## src/rtl/ahb3lite_pkg.sv

```systemverilog
// Shared AHB3-Lite encodings and the fault-slave FSM state type.
package ahb3lite_pkg;

    localparam logic [1:0] HTRANS_IDLE   = 2'b00;
    localparam logic [1:0] HTRANS_BUSY   = 2'b01;
    localparam logic [1:0] HTRANS_NONSEQ = 2'b10;
    localparam logic [1:0] HTRANS_SEQ    = 2'b11;

    typedef enum logic [1:0] {
        FS_IDLE,
        FS_WAIT,
        FS_ERR1,
        FS_ERR2
    } fault_slave_state_t;

endpackage

```

## src/rtl/ahb3lite_sat_cnt.sv

```systemverilog
// Saturating up-counter; a clear coinciding with an increment yields 1.
module ahb3lite_sat_cnt #(
    parameter int W = 8
) (
    input  logic         clk,
    input  logic         rst_n,
    input  logic         inc,
    input  logic         clr,
    output logic [W-1:0] cnt
);

    localparam logic [W-1:0] CNT_MAX = {W{1'b1}};

    logic [W-1:0] r_cnt;

    always_ff @(posedge clk or negedge rst_n) begin
        if (!rst_n) begin
            r_cnt <= '0;
        end else if (inc) begin
            if (clr)                 r_cnt <= W'(1);
            else if (r_cnt != CNT_MAX) r_cnt <= r_cnt + W'(1);
        end else if (clr) begin
            r_cnt <= '0;
        end
    end

    assign cnt = r_cnt;

endmodule

```

## src/rtl/ahb3lite_fault_slave.sv

```systemverilog
// AHB3-Lite default/fault slave: answers every transfer with optional wait
// states and an ERROR (or OKAY) response, and logs the offending transfer.
module ahb3lite_fault_slave
    import ahb3lite_pkg::*;
#(
    parameter int          WAIT_STATES = 0,
    parameter int          ERR_MODE    = 1,
    parameter logic [31:0] RDATA_VAL   = 32'hDEADBEEF,
    parameter int          CNT_W       = 8
) (
    input  logic             CLK,
    input  logic             RESETn,
    input  logic             HSEL,
    input  logic [31:0]      HADDR,
    input  logic             HWRITE,
    input  logic [1:0]       HTRANS,
    input  logic             HREADY,
    output logic             HREADYOUT,
    output logic             HRESP,
    output logic [31:0]      HRDATA,
    output logic [31:0]      FAULT_ADDR,
    output logic             FAULT_WRITE,
    output logic [CNT_W-1:0] FAULT_CNT,
    output logic             FAULT_IRQ,
    input  logic             FAULT_CLR
);

    localparam bit         HAS_WAIT  = (WAIT_STATES > 0);
    localparam bit         ERR_EN    = (ERR_MODE != 0);
    localparam logic [3:0] WCNT_LOAD = HAS_WAIT ? 4'(WAIT_STATES - 1) : 4'd0;

    fault_slave_state_t r_state, w_state_nxt;
    logic [3:0]         r_wcnt, w_wcnt_nxt;
    logic               w_accept;
    logic [31:0]        r_hrdata;
    logic [31:0]        r_faddr;
    logic               r_fwrite;
    logic               r_irq;

    assign w_accept = HSEL && HREADY && (HTRANS == HTRANS_NONSEQ || HTRANS == HTRANS_SEQ);

    always_ff @(posedge CLK or negedge RESETn) begin
        if (!RESETn) begin
            r_state <= FS_IDLE;
            r_wcnt  <= '0;
        end else begin
            r_state <= w_state_nxt;
            r_wcnt  <= w_wcnt_nxt;
        end
    end

    // Accepts only matter in IDLE/ERR2; elsewhere HREADY is low on a legal bus.
    always_comb begin
        w_state_nxt = r_state;
        w_wcnt_nxt  = r_wcnt;
        HREADYOUT   = 1'b1;
        HRESP       = 1'b0;
        case (r_state)
            FS_IDLE, FS_ERR2: begin
                HRESP       = (r_state == FS_ERR2);
                w_state_nxt = FS_IDLE;
                if (w_accept) begin
                    if (HAS_WAIT) begin
                        w_state_nxt = FS_WAIT;
                        w_wcnt_nxt  = WCNT_LOAD;
                    end else if (ERR_EN) begin
                        w_state_nxt = FS_ERR1;
                    end
                end
            end
            FS_WAIT: begin
                HREADYOUT = 1'b0;
                if (r_wcnt == 4'd0) w_state_nxt = ERR_EN ? FS_ERR1 : FS_IDLE;
                else                w_wcnt_nxt  = r_wcnt - 4'd1;
            end
            FS_ERR1: begin
                HREADYOUT   = 1'b0;
                HRESP       = 1'b1;
                w_state_nxt = FS_ERR2;
            end
            default: w_state_nxt = FS_IDLE;
        endcase
    end

    always_ff @(posedge CLK or negedge RESETn) begin
        if (!RESETn) begin
            r_hrdata <= '0;
            r_faddr  <= '0;
            r_fwrite <= 1'b0;
            r_irq    <= 1'b0;
        end else begin
            r_hrdata <= RDATA_VAL;
            if (w_accept) begin
                r_faddr  <= HADDR;
                r_fwrite <= HWRITE;
                r_irq    <= 1'b1;
            end else if (FAULT_CLR) begin
                r_irq    <= 1'b0;
            end
        end
    end

    ahb3lite_sat_cnt #(.W(CNT_W)) u_cnt (
        .clk   (CLK),
        .rst_n (RESETn),
        .inc   (w_accept),
        .clr   (FAULT_CLR),
        .cnt   (FAULT_CNT)
    );

    assign HRDATA      = r_hrdata;
    assign FAULT_ADDR  = r_faddr;
    assign FAULT_WRITE = r_fwrite;
    assign FAULT_IRQ   = r_irq;

endmodule

```

## config.mk

```make
export PLATFORM = sky130hd
export DESIGN_NAME = ahb3lite_fault_slave
export DESIGN_NICKNAME = d
export VERILOG_FILES = /design/src/rtl/ahb3lite_pkg.sv /design/src/rtl/ahb3lite_sat_cnt.sv /design/src/rtl/ahb3lite_fault_slave.sv
export SDC_FILE = /design/constraint.sdc
export NUM_CORES = 1
export LEC_CHECK = 0
export ABC_AREA = 1
export CAP_MARGIN = 20
export CORE_MARGIN = 3
export CORE_UTILIZATION = 35
export CTS_CLUSTER_SIZE = 16
export DETAILED_ROUTE_END_ITERATION = 16
export PLACE_DENSITY = 0.82
export RECOVER_POWER = 100
export SLEW_MARGIN = 20
export SYNTH_ARGS = -nofsm -noshare
export SYNTH_HDL_FRONTEND = slang
export SYNTH_SLANG_ARGS = --single-unit
```

## constraint.sdc

```tcl
create_clock -name CLK -period 1.35 [get_ports CLK]
set_clock_uncertainty 0.1 [all_clocks]
set_input_delay 0.27 -clock CLK [delete_from_list [all_inputs] [get_ports CLK]]
set_output_delay 0.27 -clock CLK [all_outputs]
set_load 0.005 [all_outputs]
```

==> flow_summary.ini, run 1 <==
[cts]
htree_levels = 2
cts_sinks = 49
clk_pin_slew_worst_paths_ns = 0.09
cts_made_buffers = 5
clk_latency_ns = 0.30
cts_tree = built
cts_root_buf = clkbuf_8
cts.path.max_buffers = 2

[power]
power_frac_seq_pct = 42.5
power_leakage_nw = 2.14
switching_share_pct = 26.2
internal-power_mw = 3.10
pwr-share-comb_pct = 31.7
peakVddDrop_v = 0.000600
switchingPower_mw = 1.10
clkPwrFrac_pct = 25.8
p_per_area_mw_per_mm2 = 1010

[die]
initial_utilization_pct = 36.6
pin_count = 116
dieHeight_um = 88.2
die_area_mm2 = 0.00777
core_region_area_mm2 = 0.00646
row_count = 29
die_x_um = 88.2

[finish]
stdcell_count = 501
area_growth_pct = 76.1
final_nets = 468
stdcell_area_mm2 = 0.00416
n_antenna_cell = 0
post_route_cells_drive_above_1_share_pct = 33.0

[flow_run]
drv_cap = 0

[timing]
setup_viol = 34
hold_ws_ns = 0.376
final_hold_viol_count = 0
fin_ws_ns = -0.281
relSlewSlack_pct = 59.1
max_freq_ghz = 0.613
maxSlewViolCount = 0
finalCriticalPeriod_ns = 1.63
rsz0062_at_grt = yes
min_period_over_period_pct = 121
tightest_slew_ns = 0.613

[detailed_routing]
ant_nets = 0
drt-initial-drc-count = 50
post_drt_wl_per_cell_um = 13.1
dr.pass1.iters = 4
drc = 0
vias_per_cell = 4.50
vias = 2256
wl_mm = 6.57

[global_route]
grt_pass1_vias = 2229
antenna_found_initial = 0
grt_overflow = 0
grt_pass1_wl_mm = 10.0
grt_use_total_pct = 16.5
grt_max_degree = 50

[setup_path]
r2r-end = u_cnt.cnt[2]$_DFFE_PN0P_
cp_max_fo = 3
cp-endpoint = HRESP
worstPathRequired_ns = 0.98
critPathCaptureType = output port
cp-startpoint = r_state[0]$_DFFE_PN0N_
start_kind = register
critPathKind = register to output port
r2r-start = u_cnt.cnt[0]$_DFFE_PN0P_
rrSetupSlack_ns = -0.10
ff2ff_path_depth = 8
worstPathArrival_ns = 1.26

[placement]
dp_hpwl_mm = 4.16
io_buffer_count = 106
post-place-cells = 456
place_area_mm2 = 0.00353
routabilityCongestion = 0.814
dp_slack_ns = -0.348

[synthesis]
ys.flop_type = dfrtp_1
synthTopCellsByArea = dfrtp_1 (52%), nand2_1 (21%), buf_4 (11%)
yosys_warnings = 0
synth-seq-cells = 49
synth_top_area_cell = dfrtp_1
postSynthAreaPerCell_um2 = 8.53
synth_top_area_share_pct = 51.9
ys_types = 28
synthCells = 277
yosysSeqAreaShare_pct = 51.9
synth_area_mm2 = 0.00236
synth_edf_count = 0
ys_async_sr_fraction_pct = 100

[status]
violations = setup timing
status = finished, violations left

[hold_path]
min_path_type = register to register
routing by layer:
metal | global-route usage, % | part of all wire, %
met5 | 0 | 0
met4 | 5.63 | 1.3
met3 | 4.99 | 7.9
met2 | 29.3 | 51
met1 | 18.9 | 39
stage by stage:
stage | TNS, ns | utilization, % | power [mW]
after CTS | -5.96 | 61.8 | 4.06
after global routing | -5.84 | 64.4 | 4.47
final | -4.12 | 64.4 | 4.20
after floorplan | 0 | - | 2.19
after detailed placement | -10.24 | 54.6 | 2.93
after global placement | -8.20 | 54.6 | 2.89
Yosys cell counts, types with 4 or more instances:
library cell,n
inv_1,12
nand2_1,130
ha_1,5
buf_4,35
dfrtp_1,49
nand4_1,5
nor2_1,4
o21ai_0,5
nand3_1,7
registers in the layout, indices dropped and copies added (netlist names):
name and count:
FAULT_ADDR 32, FAULT_IRQ 1, FAULT_WRITE 1, HRDATA 1, r_state 2, r_wcnt 4, u_cnt.cnt 8
worst min-delay path by stage:
stage | from | to | depth (start not counted) | slack (ns)
global placement | RESETn | FAULT_ADDR[31]$_DFFE_PN0P_ | 2 | 0.18
global route | HADDR[31] | FAULT_ADDR[31]$_DFFE_PN0P_ | 3 | 0.39
CTS | RESETn | FAULT_IRQ$_DFFE_PN0P_ | 3 | 0.38
floorplan | RESETn | FAULT_ADDR[0]$_DFFE_PN0P_ | 0 | -0.13
finish | FAULT_ADDR[18]$_DFFE_PN0P_ | FAULT_ADDR[18]$_DFFE_PN0P_ | 2 | 0.38
detailed placement | RESETn | FAULT_WRITE$_DFFE_PN0P_ | 2 | 0.18
cell families (layout without fill, tap and decap cells):
family	Yosys count	count (layout)	synth area share, %
simple gates	154	154	27.1
buf+inv	52	192	13.9
flops	49	49	51.9
compound gates	13	13	3.44
fa+ha+maj	5	5	2.65
other cells	2	9	0.318
xor+xnor	2	2	0.741
critical path, stage by stage, from the launching register on:
cell     delay [ns]
dfrtp_1        0.42
ha_2           0.20
or2_4          0.24
buf_6          0.11
cell type report:
class / count / area (um^2)
repair buffers: 170 / 1670
inverters: 14 / 57.6
well taps: 77 / 96.3
clock buffers: 7 / 86.3
flip-flops and latches: 49 / 1230
multi-input cells: 183 / 995
clock inverters: 1 / 30.0
fillers: 516 / 2300
layout by cell type (no fill, tap or decap), drive strengths merged:
master / synthesis / layout
a21oi: 1 / 1
nand3: 8 / 8
o211ai: 1 / 1
xnor2: 1 / 1
dlygate4sd2: 0 / 2
nand2: 133 / 133
conb: 2 / 9
clkdlybuf4s50: 0 / 37
nand4: 5 / 5
buf: 36 / 84
nor2: 7 / 7
a21o: 1 / 1
dlygate4sd3: 0 / 1
or2: 1 / 1
clkbuf: 2 / 14
ha: 5 / 5
o21bai: 1 / 1
xor2: 1 / 1
a31oi: 1 / 1
bufinv: 0 / 1
inv: 14 / 14
clkdlybuf4s15: 0 / 39
o21ai: 8 / 8
dfrtp: 49 / 49
power by group through the flow:
stage | sequential, mW | clock (mW) | combinational [mW]
6_report | 1.79 | 1.08 | 1.33
3_3_place_gp | 1.80 | 0 | 1.09
2_1_floorplan | 1.82 | 0 | 0.372
4_1_cts | 1.78 | 1.12 | 1.16
3_5_place_dp | 1.80 | 0 | 1.12
5_1_grt | 1.81 | 1.19 | 1.46
repair_timing:
item	in CTS	in global routing
setup buffers	29	9
pin swaps	7	12
resized for setup	181	89
endpoints found under the setup margin	74	77
gates cloned	2	0
endpoints found under the hold margin	49	0
hold buffers	1	0
Note: power is estimated with default switching activity, not from simulation.
==> run 2: changes to the inputs <==
--- a/config.mk
+++ b/config.mk
@@ -8,11 +8,12 @@
 export ABC_AREA = 1
 export CAP_MARGIN = 20
 export CORE_MARGIN = 3
-export CORE_UTILIZATION = 35
+export CORE_UTILIZATION = 37
 export CTS_CLUSTER_SIZE = 16
 export DETAILED_ROUTE_END_ITERATION = 16
-export PLACE_DENSITY = 0.82
+export PLACE_DENSITY = 0.85
 export RECOVER_POWER = 100
+export SKIP_LAST_GASP = 1
 export SLEW_MARGIN = 20
 export SYNTH_ARGS = -nofsm -noshare
 export SYNTH_HDL_FRONTEND = slang
==> run 2 against run 1 <==
Against the previous run: critical endpoint unchanged; sequential cell count is the same; die area fell by 5.0%; non-clock buffer count is 2 higher; via count up 2.3%; largest power group unchanged; combinational power rose by 9.8%; cell count stayed put; sequential share of layout area is 0.27 points lower; largest cell class unchanged; critical path type unchanged; highest routed layer unchanged; hold slack worse by 0.050 ns; the run still ends with setup timing left; final area is 1.1% higher; total power decreased by 2.4%; setup slack worse by 0.022 ns; critical path depth is 1 higher.
==> flow_summary.ini, run 2 (synthesis results as in run 1) <==
[power]
clkPwrFrac_pct = 20.1
switching_share_pct = 27.9
power_leakage_nw = 2.13
internal-power_mw = 2.96
peakVddDrop_v = 0.000553
p_per_area_mw_per_mm2 = 975
power_frac_seq_pct = 44.4
pwr-share-comb_pct = 35.5
switchingPower_mw = 1.14

[status]
violations = setup timing
status = finished, violations left

[setup_path]
max_stage_delay_ns = 0.43
r2r-start = r_state[1]$_DFFE_PN0N_
critPathKind = register to output port
path_cells = inv_2 -> ha_4 -> or2_4 -> buf_6
worstPathRequired_ns = 0.98
rrSetupSlack_ns = -0.18
slowest_stage = dfrtp_2
cp_max_fo = 3
r2r-end = r_state[0]$_DFFE_PN0N_
ff2ff_path_depth = 8
worstPathArrival_ns = 1.28
start_kind = register
critPathCaptureType = output port

[die]
die_x_um = 85.9
core_region_area_mm2 = 0.00606
initial_utilization_pct = 39.0
pin_count = 116
row_count = 28
die_area_mm2 = 0.00738
dieHeight_um = 85.9

[timing]
max_freq_ghz = 0.605
maxSlewViolCount = 0
final_hold_viol_count = 0
fin_ws_ns = -0.303
finalCriticalPeriod_ns = 1.65
setup_viol = 40
min_period_over_period_pct = 122
rsz0062_at_grt = yes
hold_ws_ns = 0.326

[global_route]
grt_overflow = 0
grt_use_total_pct = 18.0
grt_max_degree = 43
antenna_found_initial = 0
grt_pass1_wl_mm = 10.6
grt_pass1_vias = 2298

[detailed_routing]
drc = 0
post_drt_wl_per_cell_um = 13.9
dr.pass1.iters = 4
ant_nets = 0
wl_mm = 6.96
vias = 2309
drt-initial-drc-count = 69
vias_per_cell = 4.61

[placement]
dp_hpwl_mm = 4.37
dp_slack_ns = -0.362
io_buffer_count = 106
routabilityCongestion = 0.791

[finish]
area_growth_pct = 78.0
final_common_cell = nand2_1
final_cell_mix = nand2_1 (123), dfrtp_1 (46), buf_6 (45), clkdlybuf4s15_1 (38), buf_4 (38)
n_antenna_cell = 0
largest_reg_flops = 32
post_route_cells_drive_above_1_share_pct = 31.2
final_nets = 470

[cts]
cts_tree = built
cts_root_buf = clkbuf_8
clk_pin_slew_worst_paths_ns = 0.09
cts.path.max_buffers = 2
clk_latency_ns = 0.29
htree_levels = 2
cts_sinks = 49
cts_made_buffers = 5

[hold_path]
min_path_type = input port to async pin

[flow_run]
drv_cap = 0
[run 2: changes by cell type in the layout (fill, tap and decap cells not counted), sizes merged]
cell and change:
buf +6, bufinv -1, clkbuf -4, clkdlybuf4s15 -1
clkinvlp +1, dlygate4sd2 +1
[run 2: routing by layer]
metal | up-vias | GRT usage (%) | part of all wire, %
met1 | 1091 | 19.7 | 37
li1 | 1111 | - | -
met3 | 8 | 5.76 | 7.9
met2 | 99 | 33.8 | 54
met4 | 0 | 3.74 | 1.2
met5 | - | 0 | 0
[run 2: through the flow]
step | total power, mW | setup TNS [ns] | area [um^2] | instances | util (%)
floorplan | 2.19 | 0 | 2390 | 284 | -
global placement | 2.88 | -8.83 | 3480 | 450 | 57.4
detailed placement | 2.94 | -11.49 | 3480 | 450 | 57.4
CTS | 3.82 | -5.03 | 3900 | 488 | 64.4
global route | 4.37 | -9.91 | 4210 | 501 | 69.4
finish | 4.10 | -6.05 | 4210 | 501 | 69.4
[run 2: layout make-up]
class	count	area (um^2)
Fill cell	502	1850
Timing Repair Buffer	172	1760
Sequential cell	49	1230
Multi-Input combinational cell	183	987
Tap cell	75	93.8
Clock buffer	7	76.3
Inverter	14	55.1
Clock inverter	1	7.51
[run 2: repair_timing]
item | in CTS | in global routing
hold buffers | 1 | 0
pin swaps | 5 | 12
gates cloned | 3 | 0
endpoints found under the hold margin | 49 | 0
buffers inserted | 26 | 13
resized for setup | 188 | 86
setup endpoints to repair | 73 | 91
[run 2: worst max path at each step]
stage	slack (ns)	start	endpoint	cells after the start
after global placement	-0.32	r_state[0]$_DFFE_PN0N_	HRESP	4
after detailed placement	-0.36	r_state[0]$_DFFE_PN0N_	HRESP	4
after global routing	-0.36	r_state[0]$_DFFE_PN0N_	HRESP	4
after CTS	-0.30	r_state[0]$_DFFE_PN0N_	HRESP	4
final	-0.30	r_state[0]$_DFFE_PN0N_	HRESP	4
after floorplan	0.008	u_cnt.cnt[0]$_DFFE_PN0P_	u_cnt.cnt[2]$_DFFE_PN0P_	7
[run 2: power by group through the flow]
stage / combinational (mW) / sequential [mW] / clock [mW]
2_1_floorplan: 0.372 / 1.82 / 0
3_3_place_gp: 1.08 / 1.80 / 0
4_1_cts: 1.18 / 1.79 / 0.859
5_1_grt: 1.60 / 1.84 / 0.924
6_report: 1.46 / 1.82 / 0.823
3_5_place_dp: 1.12 / 1.81 / 0
[run 2: critical path, delay by kind of cell (launching register included)]
kind	cells	cell delay (ns)
and+or+nand+nor	1	0.23
adders and majority gates	1	0.16
DFF	1	0.43
buffers and inverters	2	0.18
